$ cat src/rtl/hs_ad_pkg.sv
// rtl/hs_ad_pkg.sv - shared types and constants for the dual ADC capture sequencer
package hs_ad_pkg;

  localparam int AD_W = 10;

  typedef enum logic [2:0] {
    ST_IDLE,
    ST_ARMED,
    ST_WAIT_TRIG,
    ST_CAPTURE,
    ST_DONE
  } state_t;

  localparam logic EDGE_RISE = 1'b0;
  localparam logic EDGE_FALL = 1'b1;
  localparam logic SRC_CH0   = 1'b0;
  localparam logic SRC_CH1   = 1'b1;

  typedef struct packed {
    logic [AD_W-1:0] data;
    logic            otr;
  } ad_sample_t;

  // Counter width that never collapses to zero bits for tiny limits.
  function automatic int cnt_width(input int limit);
    return (limit <= 2) ? 1 : $clog2(limit);
  endfunction

endpackage

$ cat src/rtl/hs_dual_ad_capture_ctrl_if.sv
// rtl/hs_dual_ad_capture_ctrl_if.sv - record RAM write port between sequencer and sample RAM
interface hs_dual_ad_capture_ctrl_if #(
  parameter int AW = 10
);
  import hs_ad_pkg::*;

  logic              wr_en;
  logic [AW-1:0]     wr_addr;
  logic [2*AD_W-1:0] wr_data;

  modport master (output wr_en, wr_addr, wr_data);
  modport slave  (input  wr_en, wr_addr, wr_data);

endinterface

$ cat src/rtl/hs_ad_trig_detect.sv
// rtl/hs_ad_trig_detect.sv - q/p sample pipeline for both channels and level-crossing compare
module hs_ad_trig_detect
  import hs_ad_pkg::*;
(
  input  logic            clk,
  input  logic            rst_n,
  input  logic [AD_W-1:0] ad0_data,
  input  logic            ad0_otr,
  input  logic [AD_W-1:0] ad1_data,
  input  logic            ad1_otr,
  input  logic            trig_src,
  input  logic            trig_edge,
  input  logic [AD_W-1:0] trig_level,
  output logic [AD_W-1:0] q0_data,
  output logic            q0_otr,
  output logic [AD_W-1:0] q1_data,
  output logic            q1_otr,
  output logic            trig_hit
);

  ad_sample_t      s0_q, s0_d, s1_q, s1_d;
  logic [AD_W-1:0] p0_q, p0_d, p1_q, p1_d;
  logic [AD_W-1:0] sel_q, sel_p;
  logic            rise_hit, fall_hit;

  always_comb begin
    s0_d = '{data: ad0_data, otr: ad0_otr};
    s1_d = '{data: ad1_data, otr: ad1_otr};
    p0_d = s0_q.data;
    p1_d = s1_q.data;
  end

  always_ff @(posedge clk or negedge rst_n) begin
    if (!rst_n) begin
      s0_q <= '0;
      s1_q <= '0;
      p0_q <= '0;
      p1_q <= '0;
    end else begin
      s0_q <= s0_d;
      s1_q <= s1_d;
      p0_q <= p0_d;
      p1_q <= p1_d;
    end
  end

  always_comb begin
    sel_q    = (trig_src == SRC_CH1) ? s1_q.data : s0_q.data;
    sel_p    = (trig_src == SRC_CH1) ? p1_q : p0_q;
    rise_hit = (sel_p < trig_level) && (sel_q >= trig_level);
    fall_hit = (sel_p > trig_level) && (sel_q <= trig_level);
    trig_hit = (trig_edge == EDGE_FALL) ? fall_hit : rise_hit;
  end

  assign q0_data = s0_q.data;
  assign q0_otr  = s0_q.otr;
  assign q1_data = s1_q.data;
  assign q1_otr  = s1_q.otr;

endmodule

$ cat src/rtl/hs_dual_ad_capture_ctrl.sv
// rtl/hs_dual_ad_capture_ctrl.sv - capture sequencer: arm, trigger, fixed-length record write, status
module hs_dual_ad_capture_ctrl
  import hs_ad_pkg::*;
#(
  parameter int DEPTH   = 1024,
  parameter int AW      = 10,
  parameter int TIMEOUT = 1000000
) (
  input  logic                             sys_clk,
  input  logic                             sys_rst_n,
  input  logic [AD_W-1:0]                  ad0_data,
  input  logic                             ad0_otr,
  input  logic [AD_W-1:0]                  ad1_data,
  input  logic                             ad1_otr,
  input  logic                             arm,
  input  logic                             abort,
  input  logic                             force_trig,
  input  logic                             auto_mode,
  input  logic                             trig_src,
  input  logic                             trig_edge,
  input  logic [AD_W-1:0]                  trig_level,
  hs_dual_ad_capture_ctrl_if.master        wr,
  output logic                             busy,
  output logic                             done,
  output logic                             rec_valid,
  output logic                             auto_trig,
  output logic                             otr0_flag,
  output logic                             otr1_flag
);

  localparam int            TW        = cnt_width(TIMEOUT);
  localparam logic [TW-1:0] TO_LAST   = TW'(TIMEOUT - 1);
  localparam logic [TW-1:0] TO_ONE    = TW'(1);
  localparam logic [AW-1:0] LAST_ADDR = AW'(DEPTH - 1);
  localparam logic [AW-1:0] ADDR_ONE  = AW'(1);

  logic [AD_W-1:0] q0_data, q1_data;
  logic            q0_otr, q1_otr, trig_hit;

  hs_ad_trig_detect u_trig (
    .clk        (sys_clk),
    .rst_n      (sys_rst_n),
    .ad0_data   (ad0_data),
    .ad0_otr    (ad0_otr),
    .ad1_data   (ad1_data),
    .ad1_otr    (ad1_otr),
    .trig_src   (trig_src),
    .trig_edge  (trig_edge),
    .trig_level (trig_level),
    .q0_data    (q0_data),
    .q0_otr     (q0_otr),
    .q1_data    (q1_data),
    .q1_otr     (q1_otr),
    .trig_hit   (trig_hit)
  );

  state_t            state_q, state_d;
  logic [1:0]        hold_q, hold_d;
  logic [TW-1:0]     tmo_q, tmo_d;
  logic              wr_en_q, wr_en_d;
  logic [AW-1:0]     wr_addr_q, wr_addr_d;
  logic [2*AD_W-1:0] wr_data_q, wr_data_d;
  logic [1:0]        wr_otr_q, wr_otr_d;
  logic              busy_q, busy_d;
  logic              done_q, done_d;
  logic              rec_valid_q, rec_valid_d;
  logic              auto_trig_q, auto_trig_d;
  logic              otr0_q, otr0_d;
  logic              otr1_q, otr1_d;
  logic              auto_hit;

  assign auto_hit = auto_mode && (tmo_q == TO_LAST);

  always_comb begin
    state_d     = state_q;
    hold_d      = hold_q;
    tmo_d       = tmo_q;
    wr_en_d     = 1'b0;
    wr_addr_d   = wr_addr_q;
    wr_data_d   = wr_data_q;
    wr_otr_d    = wr_otr_q;
    done_d      = 1'b0;
    rec_valid_d = rec_valid_q;
    auto_trig_d = auto_trig_q;
    otr0_d      = otr0_q;
    otr1_d      = otr1_q;

    // The out-of-range bits travel with the write they belong to.
    if (state_q == ST_CAPTURE && wr_en_q) begin
      otr0_d = otr0_q | wr_otr_q[0];
      otr1_d = otr1_q | wr_otr_q[1];
    end

    case (state_q)
      ST_IDLE: begin
        if (arm) begin
          state_d     = ST_ARMED;
          hold_d      = 2'd2;
          rec_valid_d = 1'b0;
          auto_trig_d = 1'b0;
          otr0_d      = 1'b0;
          otr1_d      = 1'b0;
        end
      end
      ST_ARMED: begin
        if (abort) begin
          state_d = ST_IDLE;
        end else begin
          hold_d = hold_q - 2'd1;
          if (hold_q == 2'd1) begin
            state_d = ST_WAIT_TRIG;
            tmo_d   = '0;
          end
        end
      end
      ST_WAIT_TRIG: begin
        if (abort) begin
          state_d = ST_IDLE;
        end else if (trig_hit || force_trig || auto_hit) begin
          state_d     = ST_CAPTURE;
          wr_en_d     = 1'b1;
          wr_addr_d   = '0;
          wr_data_d   = {q1_data, q0_data};
          wr_otr_d    = {q1_otr, q0_otr};
          auto_trig_d = !trig_hit && !force_trig;
        end else if (tmo_q != TO_LAST) begin
          tmo_d = tmo_q + TO_ONE;
        end
      end
      ST_CAPTURE: begin
        if (abort) begin
          state_d = ST_IDLE;
        end else if (wr_addr_q == LAST_ADDR) begin
          state_d     = ST_DONE;
          done_d      = 1'b1;
          rec_valid_d = 1'b1;
        end else begin
          wr_en_d   = 1'b1;
          wr_addr_d = wr_addr_q + ADDR_ONE;
          wr_data_d = {q1_data, q0_data};
          wr_otr_d  = {q1_otr, q0_otr};
        end
      end
      ST_DONE: state_d = ST_IDLE;
      default: state_d = ST_IDLE;
    endcase

    busy_d = (state_d == ST_ARMED) || (state_d == ST_WAIT_TRIG) || (state_d == ST_CAPTURE);
  end

  always_ff @(posedge sys_clk or negedge sys_rst_n) begin
    if (!sys_rst_n) begin
      state_q     <= ST_IDLE;
      hold_q      <= '0;
      tmo_q       <= '0;
      wr_en_q     <= 1'b0;
      wr_addr_q   <= '0;
      wr_data_q   <= '0;
      wr_otr_q    <= '0;
      busy_q      <= 1'b0;
      done_q      <= 1'b0;
      rec_valid_q <= 1'b0;
      auto_trig_q <= 1'b0;
      otr0_q      <= 1'b0;
      otr1_q      <= 1'b0;
    end else begin
      state_q     <= state_d;
      hold_q      <= hold_d;
      tmo_q       <= tmo_d;
      wr_en_q     <= wr_en_d;
      wr_addr_q   <= wr_addr_d;
      wr_data_q   <= wr_data_d;
      wr_otr_q    <= wr_otr_d;
      busy_q      <= busy_d;
      done_q      <= done_d;
      rec_valid_q <= rec_valid_d;
      auto_trig_q <= auto_trig_d;
      otr0_q      <= otr0_d;
      otr1_q      <= otr1_d;
    end
  end

  assign wr.wr_en   = wr_en_q;
  assign wr.wr_addr = wr_addr_q;
  assign wr.wr_data = wr_data_q;
  assign busy       = busy_q;
  assign done       = done_q;
  assign rec_valid  = rec_valid_q;
  assign auto_trig  = auto_trig_q;
  assign otr0_flag  = otr0_q;
  assign otr1_flag  = otr1_q;

endmodule

$ cat src/flat_wrapper.sv
// flat-port wrapper written by rule: the top's interface ports become plain ports
module hs_dual_ad_capture_ctrl_flat import hs_ad_pkg::*;
#(
  parameter int DEPTH   = 1024,
  parameter int AW      = 10,
  parameter int TIMEOUT = 1000000
)
  (sys_clk, sys_rst_n, ad0_data, ad0_otr, ad1_data, ad1_otr, arm, abort, force_trig, auto_mode, trig_src, trig_edge, trig_level, busy, done, rec_valid, auto_trig, otr0_flag, otr1_flag, wr_wr_en, wr_wr_addr, wr_wr_data);
  hs_dual_ad_capture_ctrl_if #(.AW(AW)) wr_i ();
  input  logic sys_clk;
  input  logic sys_rst_n;
  input  logic [AD_W-1:0] ad0_data;
  input  logic ad0_otr;
  input  logic [AD_W-1:0] ad1_data;
  input  logic ad1_otr;
  input  logic arm;
  input  logic abort;
  input  logic force_trig;
  input  logic auto_mode;
  input  logic trig_src;
  input  logic trig_edge;
  input  logic [AD_W-1:0] trig_level;
  output logic busy;
  output logic done;
  output logic rec_valid;
  output logic auto_trig;
  output logic otr0_flag;
  output logic otr1_flag;
  output wire logic [$bits(wr_i.wr_en)-1:0] wr_wr_en;
  output wire logic [$bits(wr_i.wr_addr)-1:0] wr_wr_addr;
  output wire logic [$bits(wr_i.wr_data)-1:0] wr_wr_data;
  assign wr_wr_en = wr_i.wr_en;
  assign wr_wr_addr = wr_i.wr_addr;
  assign wr_wr_data = wr_i.wr_data;
  hs_dual_ad_capture_ctrl #(.DEPTH(DEPTH), .AW(AW), .TIMEOUT(TIMEOUT)) u_core (.sys_clk(sys_clk), .sys_rst_n(sys_rst_n), .ad0_data(ad0_data), .ad0_otr(ad0_otr), .ad1_data(ad1_data), .ad1_otr(ad1_otr), .arm(arm), .abort(abort), .force_trig(force_trig), .auto_mode(auto_mode), .trig_src(trig_src), .trig_edge(trig_edge), .trig_level(trig_level), .wr(wr_i), .busy(busy), .done(done), .rec_valid(rec_valid), .auto_trig(auto_trig), .otr0_flag(otr0_flag), .otr1_flag(otr1_flag));
endmodule
$ cat config.mk
export PLATFORM = sky130hd
export DESIGN_NAME = hs_dual_ad_capture_ctrl_flat
export DESIGN_NICKNAME = d
export VERILOG_FILES = /design/src/rtl/hs_ad_pkg.sv /design/src/rtl/hs_dual_ad_capture_ctrl_if.sv /design/src/rtl/hs_ad_trig_detect.sv /design/src/rtl/hs_dual_ad_capture_ctrl.sv /design/src/flat_wrapper.sv
export SDC_FILE = /design/constraint.sdc
export NUM_CORES = 1
export LEC_CHECK = 0
export CORE_MARGIN = 3
export CORE_UTILIZATION = 55
export CTS_BUF_LIST = sky130_fd_sc_hd__clkbuf_2 sky130_fd_sc_hd__clkbuf_4 sky130_fd_sc_hd__clkbuf_8
export DETAILED_ROUTE_END_ITERATION = 8
export PLACE_DENSITY = 0.84
export SETUP_SLACK_MARGIN = 0.4
export SLEW_MARGIN = 25
export SYNTH_ARGS = -nofsm -noshare
export SYNTH_HDL_FRONTEND = slang
export SYNTH_SLANG_ARGS = --single-unit
$ cat constraint.sdc
create_clock -name sys_clk -period 3.02 [get_ports sys_clk]
set_input_delay 0.604 -clock sys_clk [delete_from_list [all_inputs] [get_ports sys_clk]]
set_output_delay 0.604 -clock sys_clk [all_outputs]
set_load 0.02 [all_outputs]
Yosys cells after proc, flatten, opt, wreduce, memory -nomap -nowiden
Index checks and enable logic that the tools add are counted.
{"block": "op_classes", "magnitude_cmp": 4, "reduce_logical": 22, "n_shift": 0, "mux": 56, "div": 0, "bitwise": 2, "addsub": 3, "mul": 0, "eq_ne": 20}
{"op": "$mux 20", "n": 9}
{"op": "$pmux 20 s2", "n": 2}
{"op": "$mux 10", "n": 6}
{"op": "$mux 3", "n": 7}
{"op": "$add 20x1->20 const B", "n": 1}
{"op": "$eq 20x20->1 const B", "n": 1}
{"op": "$ne 20x20->1 const B", "n": 1}
{"op": "$pmux 10 s2", "n": 1}
{"op": "$mux 1", "n": 19}
{"op": "$ne 2x2->1 const B", "n": 7}
{"op": "$eq 3x2->1 const B", "n": 4}
{"op": "$mux 2", "n": 6}
{"op": "$pmux 3 s4", "n": 1}
{"op": "$add 10x1->10 const B", "n": 1}
{"op": "$eq 10x10->1 const B", "n": 1}
{"op": "$ge 10x10->1", "n": 1}
{"op": "$gt 10x10->1", "n": 1}
{"op": "$le 10x10->1", "n": 1}
{"op": "$lt 10x10->1", "n": 1}
{"op": "$reduce_bool 2->1", "n": 5}
{"op": "$pmux 2 s2", "n": 2}
{"op": "$reduce_and 4->1", "n": 2}
{"op": "$eq 3x1->1 const B", "n": 2}
{"op": "$ne 2x1->1 const B", "n": 3}
{"op": "11 further kinds", "n": 22}
{"block": "totals", "mem_bits_ro": 0, "out_inout_bits": 37, "ram_bits": 0, "n_memories": 0, "regBits": 106, "latch_bits": 0}

Longest topological paths before layout
{"block": "logic_depth", "depth_word": 12, "ltp_mapped": 12, "depth_no_buf": 9}

By module
From an unflattened synthesis, not the netlist that was laid out.
{"block": "hier_totals", "cells_unflattened": 415, "hier_area_um2": 4849.7}
{"mod": "hs_dual_ad_capture_ctrl", "area_per_inst_um2": 3067.9, "seq_area_each_um2": 1601.5, "instances": 1, "cells_per_inst": 286}
{"mod": "hs_ad_trig_detect", "area_per_inst_um2": 1781.7, "seq_area_each_um2": 1051.0, "instances": 1, "cells_per_inst": 129}

Least setup slack after synthesis
OpenSTA, ideal clock, no wires.
{"block": "synth_timing", "path_kind": "input to register", "from": "in trig_src", "to": "reg u_core.wr_data_q[17] (netlist: u_core.wr.wr_data[17])", "setup_slack_ps": -409, "arrival_ps": 3302, "stages": 11, "required_time_ps": 2893, "n_path_buf": 3, "cell_sequence": "clkbuf_1 mux2_2 ha_1 a211o_1 a21oi_1 o211ai_1 a211o_1 a31oi_1 buf_4 buf_6 mux2_1"}
{"block": "synth_between", "elab_chain_cells": 8}
{"item": "start: declaration", "line_no": "flat_wrapper.sv:20", "text": "input logic trig_src;"}
{"item": "$mux 10, on equally long branches", "line_no": "hs_ad_trig_detect.sv:49, hs_ad_trig_detect.sv:48"}
{"item": "$lt 10x10->1 (tied with other cells)", "line_no": "hs_ad_trig_detect.sv:50", "text": "rise_hit = (sel_p < trig_level) && (sel_q >= trig_level);"}
{"item": "$logic_and 1x1->1, on equally long branches", "line_no": "hs_ad_trig_detect.sv:50, hs_ad_trig_detect.sv:51"}
{"item": "$mux 1 *", "line_no": "hs_ad_trig_detect.sv:52", "text": "trig_hit = (trig_edge == EDGE_FALL) ? fall_hit : rise_hit;"}
{"item": "$logic_or 1x1->1 * (2 in series)", "line_no": "hs_dual_ad_capture_ctrl.sv:119", "text": "end else if (trig_hit || force_trig || auto_hit) begin"}
{"item": "$ne 2x1->1 (no line) *"}
{"item": "$reduce_and 5->1 (no line) *"}
{"item": "end signal: assignment", "line_no": "hs_dual_ad_capture_ctrl.sv:172", "text": "wr_data_q <= wr_data_d;"}
{"item": "end: declaration", "line_no": "hs_dual_ad_capture_ctrl.sv:62", "text": "logic [2*AD_W-1:0] wr_data_q, wr_data_d;"}
Mark *: on every way between the ends. The rest lies on a longest branch, timed or not.
A chain may end at the register's enable or synchronous reset.

Worst setup path after layout
{"block": "layout_timing", "from": "in trig_level[7]", "to": "reg u_core.wr_data_q[4] (netlist: u_core.wr.wr_data[4])"}
{"block": "layout_between", "elab_chain_cells": 7}
{"item": "start: declaration", "line_no": "flat_wrapper.sv:22", "text": "input logic [AD_W-1:0] trig_level;"}
{"item": "$lt 10x10->1 (tied with other cells)", "line_no": "hs_ad_trig_detect.sv:50"}
{"item": "$logic_and 1x1->1, on equally long branches", "line_no": "hs_ad_trig_detect.sv:50, hs_ad_trig_detect.sv:51"}
{"item": "$mux 1 *", "line_no": "hs_ad_trig_detect.sv:52"}
{"item": "$logic_or 1x1->1 * (2 in series)", "line_no": "hs_dual_ad_capture_ctrl.sv:119"}
{"item": "$ne 2x1->1 (no line) *"}
{"item": "$reduce_and 5->1 (no line) *"}
Marked as above.

==> metrics.md <==
| Metric | Value |
|---|---|
| Routed Antenna Nets | `0` |
| CP arrival | `3.42 ns` |
| Crit share post-route | `1.04` |
| Die height | `100 microns` |
| CP Class | `in -> reg` |
| First-pass GRT wire length | `21300 microns` |
| FF-to-FF End | `u_core.wr.wr_data[4]` |
| CTS H-Tree Depth | `3` |
| Status | `complete, but fails checks` |
| Num CTS Buffers | `9` |
| Hold-fix buffers, CTS | `0` |
| Async SR Flop Fraction | `1.00` |
| EDFF count, synth | `0` |
| Post-route total power | `4.61 mW` |
| Tot GR Track Use | `0.273` |
| Drt pass-1 iters | `5` |
| Type of origin of the critical path | `input port` |
| Final Slew Violations | `0` |
| Vias | `4096` |
| Die width | `100 microns` |
| Setup TNS | `-2.80 ns` |
| Hold Fails Final Rpt | `0` |
| Crit. End Element | `register` |
| Final hold slack | `0.216 ns` |
| Most common cell after layout, fill and taps aside | `dfrtp_1` |
| CTS tree | `built` |
| P_leak | `roughly 3.0 nW` |
| Worst slew pin tran | `0.765 ns` |
| Hold WC Path Type | `in -> async` |
| Worst-path clk slew | `0.11 ns` |
| CORE AREA | `8420 sq um` |
| Longest Clk Path Bufs | `2` |
| Initial drt markers | `~310` |
| Max_cap viols | `0` |
| Mapped Avg Cell Area | `11.9 sq um` |
| DR WL/cell | `between 20 and 25 microns` |
| Total gr overflow | `0` |
| Clock tree sinks | `106` |
| Ratio of cells with drive above 1 in the final layout | `0.316` |
| Rel. slew slack | `0.485` |
| Placed cells | `596` |
| Syn Nets | `471` |
| Synth top area share | `0.545` |
| Final setup viols | `41` |
| Failing checks | `setup timing` |
| Dpl ws | `-0.810 ns` |
| Post-synthesis sequential element count | `between 100 and 150` |
| Area added between synthesis and finish | `42.6%` |
| Starting Density | `0.578` |
| Synthesized instance count | `408` |
| Synth Warn # | `0` |
| Flop2flop setup slack | `-0.03 ns` |
| Post-route DRC violation count | `0` |
| Largest net degree at the start of global routing | `60` |
| Routed wire length | `14700 microns` |
| Final Core Density | `0.824` |
| Final net count | `~600` |
| Final Wtd Congestion | `0.833` |
| Highest-count cells in the layout ignoring fill and taps | `dfrtp_1 (106), clkdlybuf4s50_1 (74), mux2_4 (24), buf_4 (21), nor2_1 (20)` |
| IO Pins | `77` |
| Final non-filler cell total | `639` |
| Highest clock rate | `about 0.32 GHz` |
| Critical path's slowest cell | `clkdlybuf4s50_1` |
| Port-buffer cells | `76` |
| Register area share after synthesis | `0.545` |
| Clock Tree Root | `clkbuf_8` |
| Row count | `33` |
| Post-route cell area | `6940 sq um` |
| Initial antenna violation count | `0` |
| Dominant synthesized flop cell | `dfrtp_1` |
| Vias in the first global route | `slightly above 4000` |
| Critical Path RT | `about 3.3 ns` |
| IR drop worst, VDD | `0.000512 V` |
| Post-DP HPWL | `7770 microns` |
| Synthesized area | `4870 sq um` |
| CP max stage delay | `0.48 ns` |
| Unrepaired setup endpoints after global routing | `true` |
| Ant diodes | `0` |
| Placed Area | `6070 sq um` |
| Power per cell area | `~660 nW/um^2` |
| Critical-path cell list | `clkdlybuf4s50_1 > inv_2 > ha_4 > a211o_1 > a21oi_2 > o211ai_1 > a211o_2 > a31oi_4 > buf_6 > clkbuf_16 > mux2_1` |
| Die footprint | `10000 sq um` |
| Worst R2R Path Depth | `10` |
| Routed vias/inst | `6.41` |
| Synth top area cells | `dfrtp_1 (54%), ha_1 (5.9%), mux2_1 (5.1%)` |
| Area leader, netlist | `dfrtp_1` |
| Clock skew | `0.0137 ns` |
| Worst reg2reg path startpoint | `u_core.u_trig.q0_data[7]` |
| Final worst slack | `-0.120 ns` |
| Worst-Skew Late Latency | `around 0.39 ns` |
| Period minus WS final | `3.14 ns` |
| Crit Path Max Fanout | `6` |
| Distinct cells, synth | `54` |
critical path: cells and delay by family:
kind | cells | cell delay [ns]
adders and majority gates | 1 | 0.26
AOI/OAI and AO/OA | 5 | 1.35
muxes | 1 | 0.33
buffers and inverters | 4 | 0.87
cell families (layout without fill, tap and decap cells):
family | Yosys count | after routing | share of synthesized area
adder cells (fa/ha/maj) | 23 | 23 | 0.0591
XOR/XNOR | 11 | 11 | 0.0198
AND/OR/NAND/NOR | 129 | 130 | 0.152
AO/OA/AOI/OAI | 64 | 64 | 0.0930
multiplexers | 44 | 44 | 0.101
buffers and inverters | 31 | 156 | 0.0301
flip-flops | 106 | 106 | 0.545
routing by layer:
layer | wire (microns) | global-route usage | part of all wire
met1 | 5810 | 0.344 | 0.40
met2 | 7410 | 0.476 | 0.51
met3 | 900 | 0.0445 | 0.061
met4 | 529 | 0.102 | 0.036
met5 | 0 | 0 | 0
what timing repair did:
action	in CTS	in global routing
pin swaps	28	18
buffers inserted	19	2
gates cloned	5	1
gates resized for setup	52	43
setup endpoints to repair	55	55
registers in the layout (all words and copies together), names as in the netlist:
register,cells
u_core.u_trig.q1_otr,1
u_core.u_trig.p1_q,10
u_core.u_trig.q0_data,10
u_core.wr_otr_q,2
u_core.rec_valid,1
u_core.done,1
u_core.tmo_q,20
u_core.wr.wr_data,20
u_core.auto_trig,1
u_core.u_trig.q0_otr,1
u_core.state_q,3
u_core.hold_q,2
u_core.otr1_flag,1
u_core.u_trig.p0_q,10
u_core.busy,1
u_core.wr.wr_en,1
u_core.wr.wr_addr,10
u_core.otr0_flag,1
u_core.u_trig.q1_data,10
cells in the mapped netlist (all sizes together), types with 6 or more instances:
master    n
nand4    15
nand3    18
buf       7
o21ai     9
mux2     40
inv      17
and3      9
or4      12
nor2     25
and4      6
o31ai     7
ha       23
a21oi    15
a31oi     7
clkbuf    7
xor2      8
nand2    21
dfrtp   106
worst max-delay path by stage:
stage | startpoint | endpoint | slack [ns]
2_1_floorplan | trig_src | u_core.wr.wr_data[17] | -0.08
3_3_place_gp | trig_src | u_core.tmo_q[13] | -0.69
3_5_place_dp | trig_src | u_core.wr.wr_addr[2] | -0.81
4_1_cts | trig_src | u_core.wr.wr_addr[2] | 0.10
5_1_grt | trig_level[5] | u_core.tmo_q[12] | -0.14
6_report | trig_level[7] | u_core.wr.wr_data[4] | -0.12
power by group:
group | switching [mW] | total (mW) | internal [mW]
clock network | 0.538 | 0.935 | 0.398
registers | 0.281 | 2.00 | 1.72
logic | 0.799 | 1.68 | 0.879
total | 1.62 | 4.61 | 3.00
area by class of cell:
| class | instances | area [sq um] |
|---|---|---|
| well taps | 105 | 131 |
| fillers | 424 | 1480 |
| flip-flops and latches | 106 | 2650 |
| clock inverters | 7 | 83.8 |
| multi-input cells | 272 | 2540 |
| repair buffers | 123 | 1350 |
| inverters | 17 | 63.8 |
| clock buffers | 9 | 124 |
(Power assumes the default switching activity.)
